## config.mk

```make
export PLATFORM = sky130hd
export DESIGN_NAME = cpu_bus_responder
export DESIGN_NICKNAME = d
export VERILOG_FILES = /design/src/rtl/cpu_bus_responder.sv
export SDC_FILE = /design/constraint.sdc
export NUM_CORES = 1
export LEC_CHECK = 0
export ABC_CLOCK_PERIOD_IN_PS = 2000
export BUFFER_PORTS_ARGS = -buffer_cell sky130_fd_sc_hd__buf_2
export CAP_MARGIN = 30
export CORE_MARGIN = 2
export CORE_UTILIZATION = 34
export DETAILED_ROUTE_END_ITERATION = 8
export PLACE_DENSITY = 0.8
export SLEW_MARGIN = 20
export SYNTH_ARGS = -nofsm -noshare
export SYNTH_HDL_FRONTEND = slang
export SYNTH_SLANG_ARGS = --single-unit
```

## constraint.sdc

```tcl
create_clock -name clk -period 2 [get_ports clk]
set_input_delay 0.3 -clock clk [delete_from_list [all_inputs] [get_ports clk]]
set_output_delay 0.3 -clock clk [all_outputs]
set_load 0.05 [all_outputs]
```

## src/rtl/cpu_bus_responder.sv

```systemverilog
// cpu_bus_responder: target side of the 6502 core memory interface.
// Decodes the NES CPU map into work RAM (2 KB mirrored below $2000), PPU
// registers (mirrored every 8 up to $3FFF) and an external port for the
// remainder. Returns registered read data with one cycle of latency.
// Optional feature macro: OAM_DMA_EN. When it is defined, a write to DMA_REG
// launches a 256-byte OAM DMA that stalls the CPU. When it is undefined,
// that write is an ordinary external write and stall is tied low.
module cpu_bus_responder #(
   parameter logic [15:0] DMA_REG  = 16'h4014,
   parameter logic [2:0]  OAM_DATA = 3'd4,
   parameter int          RAM_AW   = 11
) (
   input  logic              clk,
   input  logic              rst,
   input  logic [15:0]       addr,
   input  logic              read,
   input  logic              write,
   input  logic [7:0]        wdata,
   output logic [7:0]        rdata,
   output logic              stall,
   output logic [RAM_AW-1:0] ram_addr,
   output logic              ram_we,
   output logic [7:0]        ram_wdata,
   input  logic [7:0]        ram_rdata,
   output logic              ppu_cs,
   output logic              ppu_we,
   output logic [2:0]        ppu_reg,
   output logic [7:0]        ppu_wdata,
   input  logic [7:0]        ppu_rdata,
   output logic              ext_cs,
   output logic              ext_we,
   output logic [15:0]       ext_addr,
   output logic [7:0]        ext_wdata,
   input  logic [7:0]        ext_rdata
);

   typedef enum logic [1:0] {SRC_RAM, SRC_PPU, SRC_EXT} src_e;

   // Effective bus request: the CPU in IDLE, or the DMA engine while it runs.
   logic [15:0] bus_addr;
   logic        bus_rd;
   logic        bus_wr;
   logic        dma_launch;
   logic        dma_wr;
   src_e        bus_src;

   // Read bookkeeping: which source was read last cycle and whether one was.
   logic        rd_pend;
   src_e        rd_src;
   logic [7:0]  src_rdata;

`ifdef OAM_DMA_EN
   typedef enum logic [1:0] {S_IDLE, S_ALIGN, S_RD, S_WR} state_e;

   state_e     state;
   state_e     state_nx;
   logic [7:0] page;
   logic [7:0] idx;

   // DMA state register plus the page/index counters and the stall flag.
   // NOTE: sequential state uses non-blocking assignments so every register
   // samples values from before the edge, independent of statement order.
   always_ff @(posedge clk or posedge rst) begin
      if (rst) begin
         state <= S_IDLE;
         page  <= 8'h00;
         idx   <= 8'h00;
         stall <= 1'b0;
      end else begin
         state <= state_nx;
         if (dma_launch) begin
            page  <= wdata;
            idx   <= 8'h00;
            stall <= 1'b1;
         end
         if (state == S_WR) begin
            idx <= idx + 8'd1;
            if (idx == 8'hFF) stall <= 1'b0;
         end
      end
   end

   // Next-state logic and the bus request owned by each DMA state.
   // NOTE: every always_comb output gets a default first so no path can
   // leave a value unassigned and infer a latch.
   always_comb begin
      state_nx = state;
      bus_addr = addr;
      bus_rd   = read;
      bus_wr   = write;
      dma_wr   = 1'b0;
      case (state)
         S_IDLE:  if (dma_launch) state_nx = S_ALIGN;
         S_ALIGN: begin
            bus_rd   = 1'b0;
            bus_wr   = 1'b0;
            state_nx = S_RD;
         end
         S_RD: begin
            bus_addr = {page, idx};
            bus_rd   = 1'b1;
            bus_wr   = 1'b0;
            state_nx = S_WR;
         end
         S_WR: begin
            bus_rd   = 1'b0;
            bus_wr   = 1'b0;
            dma_wr   = 1'b1;
            state_nx = (idx == 8'hFF) ? S_IDLE : S_RD;
         end
         default: state_nx = S_IDLE;
      endcase
   end
`else
   // Without the DMA engine the CPU always owns the bus.
   always_comb begin
      bus_addr = addr;
      bus_rd   = read;
      bus_wr   = write;
      dma_wr   = 1'b0;
   end

   assign stall = 1'b0;
`endif

   // Read data of the source selected on the previous cycle.
   always_comb begin
      case (rd_src)
         SRC_RAM: src_rdata = ram_rdata;
         SRC_PPU: src_rdata = ppu_rdata;
         default: src_rdata = ext_rdata;
      endcase
   end

   // Address decode into RAM / PPU / external selects, gated by reset and
   // the strobes; the DMA write cycle overrides the PPU port.
   always_comb begin
      ram_addr   = bus_addr[RAM_AW-1:0];
      ram_we     = 1'b0;
      ram_wdata  = wdata;
      ppu_cs     = 1'b0;
      ppu_we     = 1'b0;
      ppu_reg    = bus_addr[2:0];
      ppu_wdata  = wdata;
      ext_cs     = 1'b0;
      ext_we     = 1'b0;
      ext_addr   = bus_addr;
      ext_wdata  = wdata;
      dma_launch = 1'b0;
      bus_src    = SRC_EXT;
      if (!rst && (bus_rd || bus_wr)) begin
         if (bus_addr[15:13] == 3'b000) begin
            ram_we  = bus_wr;
            bus_src = SRC_RAM;
         end else if (bus_addr[15:14] == 2'b00) begin
            ppu_cs  = 1'b1;
            ppu_we  = bus_wr;
            bus_src = SRC_PPU;
         end else begin
`ifdef OAM_DMA_EN
            if (bus_wr && bus_addr == DMA_REG) begin
               dma_launch = 1'b1;
            end else begin
               ext_cs = 1'b1;
               ext_we = bus_wr;
            end
`else
            ext_cs = 1'b1;
            ext_we = bus_wr;
`endif
         end
      end
      if (dma_wr) begin
         ppu_cs    = 1'b1;
         ppu_we    = 1'b1;
         ppu_reg   = OAM_DATA;
         ppu_wdata = src_rdata;
      end
   end

   // Track the read in flight and load rdata one edge after the source
   // registers its data; with no read pending rdata holds (open bus).
   // NOTE: only control and data registers are reset here; the work RAM is
   // external and keeps whatever contents it powers up with.
   always_ff @(posedge clk or posedge rst) begin
      if (rst) begin
         rd_pend <= 1'b0;
         rd_src  <= SRC_EXT;
         rdata   <= 8'h00;
      end else begin
         rd_pend <= bus_rd;
         if (bus_rd) rd_src <= bus_src;
         if (rd_pend) rdata <= src_rdata;
      end
   end

endmodule

```

==> results of run 1 <==
==> layout by cell type (no fill, tap or decap), drive strengths merged <==
cell / count
dfrtp: 10
nor3: 1
nand2b: 9
a31o: 1
dfstp: 1
conb: 1
nor2b: 1
mux2i: 8
clkbuf: 4
and3b: 1
o211ai: 8
buf: 46
nand3: 8
o22ai: 1
inv: 1
a21oi: 1
nor3b: 1
nor2: 2
o211a: 1
and3: 1
==> sequential cells by signal (all words and copies together), names as in the netlist <==
signal   flops
rd_src       2
rdata        8
rd_pend      1
==> kinds of logic after synthesis <==
group	count (synthesis)
AOI/OAI and AO/OA	12
buffers and inverters	60
DFF	11
muxes	8
other	1
and+or+nand+nor	24
==> critical path, delay by kind of cell <==
family	cells	cell delay [ns]
buf+inv	2	0.38
simple gates	2	0.48
==> worst max-delay path by stage <==
| stage | startpoint | to | slack, ns | cells after the start |
|---|---|---|---|---|
| floorplan | addr[15] | ext_we | 0.16 | 2 |
| finish | addr[15] | ppu_we | 0.54 | 4 |
| detailed placement | addr[15] | ram_we | 0.54 | 4 |
| CTS | addr[15] | ram_we | 0.54 | 4 |
| global placement | addr[15] | ram_we | 0.56 | 4 |
| global route | addr[15] | ppu_we | 0.46 | 4 |
==> layout make-up <==
type / count / share of cell area (%)
Sequential cell: 11 / 28.9
Inverter: 1 / 0.393
Clock buffer: 4 / 2.75
Tap cell: 44 / 5.76
Timing Repair Buffer: 46 / 24.1
Multi-Input combinational cell: 45 / 38.1
==> routing by layer <==
metal  global-route usage (%)  vias to the layer above
li1                         -                      317
met1                     11.4                      290
met2                     19.0                       55
met3                     6.82                        4
met4                     1.55                        0
met5                        0                        -
==> power breakdown <==
group | switching (mW) | leakage [nW] | internal (mW)
combinational | 0.154 | 0.342 | 0.0715
sequential | 0.0216 | 0.134 | 0.246
clock | 0.0754 | 0.0150 | 0.0771
==> flow_summary.json, run 1 <==
{
  "clock_latency_ns": 0.26,
  "wl_met1_um": 781,
  "port_buffers": 46,
  "via_count": 666,
  "drt-total-wl_um": 1960,
  "postCtsSetupBuffers": 0,
  "synth_enable_flop_cells": 0,
  "cp_cell_sequence": "buf_2 -> nor3_2 -> and3_1 -> buf_2",
  "grt_usage_pct": 10.9,
  "cts_buffers": 3,
  "postLayoutCoreUtil_pct": 31.3,
  "clkSinkCount": 11,
  "top_layer_used": "met4",
  "synth.top_cells.by_area": "buf_4 (38%), dfrtp_1 (23%), o211ai_2 (9.1%)",
  "async_flop_share_pct": 100,
  "critPathRequiredTime_ns": 1.70,
  "cp_common_cell": "buf_2",
  "syn_to_final_growth_pct": -13.0,
  "synth_top_family_by_area": "buffers and inverters",
  "synthSimpleGateAreaFrac_pct": 13.7,
  "htreeDepth": 1,
  "finish.instance_area_um2": 956,
  "yosysTopAreaCell": "buf_4",
  "yosys_warnings": 0,
  "regToRegStartpoint": "rd_src[0]$_DFFE_PP0P_",
  "ys.flop_type": "dfrtp_1",
  "start_util_pct": 36.0,
  "vdd_ir_drop_max_uv": 412,
  "end_kind": "output pin",
  "n_antenna_cell": 0,
  "clk_path_buf_depth": 2,
  "route.detailed.drc": 0,
  "hold_viol": 0,
  "wl_per_cell_um": 13.0,
  "r2r_cells": 2,
  "worst_pin_slew_ns": 0.525,
  "clk_pin_slew_ns": 0.07,
  "die_w_um": 60.8,
  "slew_violations": 0,
  "ctsRootBufferMaster": "clkbuf_4",
  "synth-xor-area-share_pct": 0,
  "dp_hpwl_um": 1570,
  "maxCapViolations": 0,
  "slew_headroom_pct": 65.0,
  "ios": 120,
  "cts_tree": "built",
  "drt_first_pass_iters": 4,
  "fin_crit_sh_pct": 72.8,
  "fp.dieH_um": 60.8,
  "grt_max_degree": 18,
  "skew_ns": 0.00245,
  "multiInputGateArea_um2": 364,
  "critPathMaxStageDelay_ns": 0.28,
  "setup_violations": 0,
  "cpMaxStageDelayCell": "nor3_2",
  "fin_tns_setup_ns": 0,
  "die-area_um2": 3700,
  "grt_pass1_wl_um": 2930,
  "power_density_nw_per_um2": 675,
  "wl_met2_um": 914,
  "grt-ovfl-total": 0,
  "muxShareOfSynthArea_pct": 7.29,
  "core_area_um2": 3050,
  "ant_nets": 0,
  "r2r_slack_ns": 0.81,
  "dp.cells": 147,
  "antenna_found_initial": 0,
  "synth-adder-area-share_pct": 0,
  "ys_top_cells_by_count": "buf_4 (56), dfrtp_1 (10)",
  "syn_nets": 168,
  "worst_slack_ns": 0.544,
  "post_cts_resized": 0,
  "regArea_um2": 277,
  "r2r-end": "rdata[1]$_DFFE_PP0P_",
  "totalPowerFinal_mw": 0.645,
  "synth_top_area_share_pct": 38.3,
  "fin_hold_ws_ns": 0.0694,
  "final_cells": 151,
  "min_path_type": "input pin to async pin",
  "crit_type": "input pin to output pin",
  "seq_area_frac_synth_pct": 25.2,
  "dr_wl_met3_um": 256,
  "fillCellCount": 332,
  "dpl-instance-area_um2": 930,
  "synth_compound_area_share_pct": 11.8,
  "p_leak_nw": 0.491,
  "place_ws_ns": 0.543,
  "synth.most_common_cell": "buf_4",
  "routabilityCongestion": 0.723,
  "final_nets": 160,
  "syn_area_per_cell_um2": 9.47,
  "ys_ff_latch": 11,
  "drt_iter0_markers": 9,
  "drive_above_1_share_pct": 57.0,
  "timing.fmax_mhz": 687,
  "ctsHoldBuffers": 0,
  "grt_pass1_vias": 654,
  "rows": 20,
  "yosysUniqueCellTypes": 21,
  "status": "finished clean",
  "viasPerCell": 4.41,
  "synthCells": 116,
  "worstPathMaxFanout": 5,
  "synth_area_um2": 1100,
  "period_minus_slack_ns": 1.46,
  "cp_data_arrival_time_ns": 1.16,
  "worst_setup_path_start_kind": "input pin",
  "grt_setup_unrepaired": "no"
}
Power figures use the tool's default switching activity.
==> inputs of run 2 (changes only) <==
- ABC_CLOCK_PERIOD_IN_PS: 2000 -> 1400
- clock period: 2 -> 1.4 ns (I/O delays scaled with it)
==> flow_summary.json, run 2 (same netlist as run 1, synthesis figures left out) <==
{
  "htreeDepth": 1,
  "maxCapViolations": 0,
  "grt_max_degree": 18,
  "r2r_slack_ns": 0.22,
  "vdd_ir_drop_max_uv": 451,
  "critPathRequiredTime_ns": 1.19,
  "grt_usage_pct": 10.9,
  "fp.dieH_um": 60.8,
  "use_met1_pct": 11.5,
  "fillCellCount": 341,
  "status": "finished clean",
  "top_regs": "rdata x8, rd_src x2, rd_pend x1",
  "core_area_um2": 3050,
  "ios": 120,
  "wl_per_cell_um": 12.4,
  "clk_pin_slew_ns": 0.07,
  "rows": 20,
  "end_kind": "output pin",
  "crit_type": "input pin to output pin",
  "largest_reg_flops": 8,
  "ctsRootBufferMaster": "clkbuf_4",
  "skew_ns": 0.00306,
  "via_count": 673,
  "drive_above_1_share_pct": 57.8,
  "drt_first_pass_iters": 3,
  "mostFrequentLayoutCells": "buf_2 (46), dfrtp_1 (10)",
  "grt_pass1_vias": 694,
  "worst_slack_ns": 0.111,
  "setup_violations": 0,
  "grt_setup_unrepaired": "no",
  "drt-total-wl_um": 1900,
  "grt-ovfl-total": 0,
  "n_antenna_cell": 0,
  "timing.fmax_mhz": 776,
  "worst_pin_slew_ns": 0.512,
  "postCtsSetupBuffers": 0,
  "port_buffers": 46,
  "top_register": "rdata",
  "clk_path_buf_depth": 2,
  "top_usage_layer": "met2",
  "use_met2_pct": 18.1,
  "p_leak_nw": 0.501,
  "regToRegStartpoint": "rd_src[0]$_DFFE_PP0P_",
  "final_nets": 162,
  "fin_hold_ws_ns": 0.132,
  "slew_violations": 0,
  "grt_pass1_wl_um": 2970,
  "cts_buffers": 3,
  "die_w_um": 60.8,
  "die-area_um2": 3700,
  "r2r_cells": 2,
  "fin_crit_sh_pct": 92.1,
  "hold-path-endpoint": "rd_pend$_DFF_PP0_",
  "antenna_found_initial": 0,
  "ant_nets": 0,
  "routabilityCongestion": 0.715,
  "mostFrequentLayoutCell": "buf_2",
  "whs_path_depth": 1,
  "power_density_nw_per_um2": 942,
  "totalPowerFinal_mw": 0.922,
  "hold_viol": 0,
  "syn_to_final_growth_pct": -10.9,
  "worstPathMaxFanout": 5,
  "period_minus_slack_ns": 1.29,
  "slew_headroom_pct": 65.9,
  "dp_hpwl_um": 1520,
  "clkSinkCount": 11,
  "cp_data_arrival_time_ns": 1.08,
  "clock_latency_ns": 0.26,
  "fin_tns_setup_ns": 0,
  "grt_use_met3_pct": 6.61,
  "cts_tree": "built",
  "r2r-end": "rdata[1]$_DFFE_PP0P_",
  "min_path_type": "input pin to flop",
  "drt_iter0_markers": 14,
  "worst_setup_path_start_kind": "input pin",
  "viasPerCell": 4.40,
  "start_util_pct": 36.0,
  "min_from": "read",
  "route.detailed.drc": 0,
  "place_ws_ns": 0.114
}
-- run 2: area by class of cell --
cell class	instances	area [um2]	area share [%]
clock buffer	4	26.3	2.69
inverter	1	3.75	0.384
multi-input combinational	45	369	37.7
sequential	11	277	28.3
tap	44	55.1	5.63
timing repair buffer	48	248	25.3
-- run 2: through the flow --
step	std cells	area, um2	utilization [%]
2_1_floorplan	116	1100	-
4_1_cts	153	978	32.0
6_report	153	978	32.0
5_1_grt	153	978	32.0
3_5_place_dp	148	942	30.9
3_3_place_gp	148	942	30.9
-- run 2: where the power goes --
group          switching (mW)  internal [mW]  total, mW
clock network           0.104          0.110      0.214
registers              0.0282          0.351      0.380
logic                   0.222          0.107      0.328
-- run 2: routing by layer --
layer	wire, um	vias to the layer above	part of all wire [%]
met2	882	57	47
met4	17	0	0.90
met1	762	291	40
met3	233	8	12
met5	0	-	0
li1	-	317	-
-- run 2: critical path, cell delays in order --
cell and delay, ns:
buf_2 0.12, nor3_2 0.30, and3b_1 0.20, buf_2 0.26
-- run 2: how the worst max path moves through the flow --
stage / start / endpoint / slack, ns
after CTS: addr[15] / ram_we / 0.11
after global placement: addr[15] / ram_we / 0.13
after floorplan: addr[15] / ext_we / 0.22
after global routing: addr[15] / ppu_cs / 0.06
final: addr[15] / ram_we / 0.11
after detailed placement: addr[15] / ppu_cs / 0.11
-- run 2: repair_timing --
action	in CTS	in global routing
hold buffers	1	0
resized for setup	0	0
hold endpoints to repair	10	0
==> inputs of run 3 (changes only) <==
- CORE_UTILIZATION: 34 -> 30
- PLACE_DENSITY: 0.8 -> 0.72
==> flow_summary.json, run 3 (same netlist as run 1, synthesis figures left out) <==
{
  "critPathRequiredTime_ns": 1.19,
  "power_density_nw_per_um2": 923,
  "port_buffers": 46,
  "cp_common_cell": "buf_2",
  "p_leak_nw": 0.511,
  "ant_nets": 0,
  "grt-ovfl-total": 0,
  "dpl-instance-area_um2": 960,
  "drt-total-wl_um": 1780,
  "final_cells": 157,
  "vdd_ir_drop_max_uv": 184,
  "dp_hpwl_um": 1450,
  "viasPerCell": 4.27,
  "largest_reg_flops": 8,
  "timing.fmax_mhz": 823,
  "cp_cell_sequence": "buf_2 -> nor3_2 -> and3b_1 -> buf_2",
  "antenna_found_initial": 0,
  "n_antenna_cell": 0,
  "top_register": "rdata",
  "fp.dieH_um": 64.5,
  "mostFrequentLayoutCells": "buf_2 (46), dfrtp_1 (10)",
  "fin_tns_setup_ns": 0,
  "die_w_um": 64.5,
  "drive_above_1_share_pct": 58.6,
  "grt_pass1_vias": 657,
  "die-area_um2": 4160,
  "ctsRootBufferMaster": "clkbuf_4",
  "routabilityCongestion": 0.683,
  "period_minus_slack_ns": 1.22,
  "end_kind": "output pin",
  "status": "finished clean",
  "clk_path_buf_depth": 2,
  "cpMaxStageDelayCell": "buf_2",
  "grt_max_degree": 13,
  "core_area_um2": 3420,
  "final_nets": 164,
  "mostFrequentLayoutCell": "buf_2",
  "post_cts_resized": 0,
  "worst_slack_ns": 0.184,
  "slew_violations": 0,
  "htreeDepth": 1,
  "wl_per_cell_um": 11.3,
  "route.detailed.drc": 0,
  "drt_first_pass_iters": 4,
  "finish.instance_area_um2": 996,
  "syn_to_final_growth_pct": -9.34,
  "crit_type": "input pin to output pin",
  "hold_viol": 0,
  "rows": 21,
  "worst_setup_path_start_kind": "input pin",
  "cts_tree": "built",
  "r2r_slack_ns": 0.25,
  "top_regs": "rdata x8, rd_src x2, rd_pend x1",
  "place_ws_ns": 0.191,
  "grt_usage_pct": 8.72,
  "cts_buffers": 3,
  "skew_ns": 0.00296,
  "setup_violations": 0,
  "clkSinkCount": 11,
  "ios": 120,
  "min_path_type": "input pin to flop",
  "cp_num_buf_inv": 2,
  "via_count": 670,
  "clock_latency_ns": 0.26,
  "drt_iter0_markers": 12,
  "cp_data_arrival_time_ns": 1.01,
  "start_util_pct": 32.2,
  "dp.cells": 152,
  "worstPathMaxFanout": 4,
  "grt_setup_unrepaired": "no",
  "clk_pin_slew_ns": 0.07,
  "critPathMaxStageDelay_ns": 0.26,
  "maxCapViolations": 0,
  "grt_pass1_wl_um": 2920,
  "crit_family": "simple AND/OR/NAND/NOR gates",
  "fin_crit_sh_pct": 86.8
}
-- run 3: area by class of cell --
cell class                      instances  area, um2
Timing Repair Buffer                   50        263
Fill cell                             364       2420
Sequential cell                        11        277
Inverter                                1       3.75
Multi-Input combinational cell         45        369
Clock buffer                            4       26.3
Tap cell                               46       57.6
-- run 3: metal layers --
metal	share of wire (%)	up-vias	global-route usage (%)
met2	45	36	14.3
met4	2.4	0	6.38
met5	0	-	0
li1	-	320	-
met1	39	301	9.17
met3	13	13	3.13
-- run 3: where the power goes --
| part | leakage, nW | internal [mW] | switching, mW |
|---|---|---|---|
| logic | 0.363 | 0.110 | 0.228 |
| registers | 0.134 | 0.352 | 0.0237 |
| clock network | 0.0150 | 0.110 | 0.0970 |
-- run 3: through the flow --
step,power [mW],utilization (%),hold WS (ns)
final,0.920,29.2,0.139
after global routing,0.973,29.2,0.140
after CTS,0.935,29.2,0.128
after detailed placement,0.719,28.1,0.271
after global placement,0.716,28.1,0.268
after floorplan,1.02,-,0.0617
-- run 3: what timing repair did --
action / in CTS / in global routing
buffers inserted: 0 / 0
endpoints found under the setup margin: 0 / 0
endpoints found under the hold margin: 10 / 0
hold buffers: 1 / 0
-- run 3: path summary, 6_finish.rpt --
check	startpoint	to	cells after the start
max	addr[15]	ram_we	4
min	read	rd_pend$_DFF_PP0_	1
max reg2reg	rd_src[0]$_DFFE_PP0P_	rdata[6]$_DFFE_PP0P_	2
min reg2reg	rdata[3]$_DFFE_PP0P_	rdata[3]$_DFFE_PP0P_	2
max in group asynchronous	rst	rd_src[1]$_DFFE_PP1P_	3
min in group asynchronous	rst	rd_src[0]$_DFFE_PP0P_	3
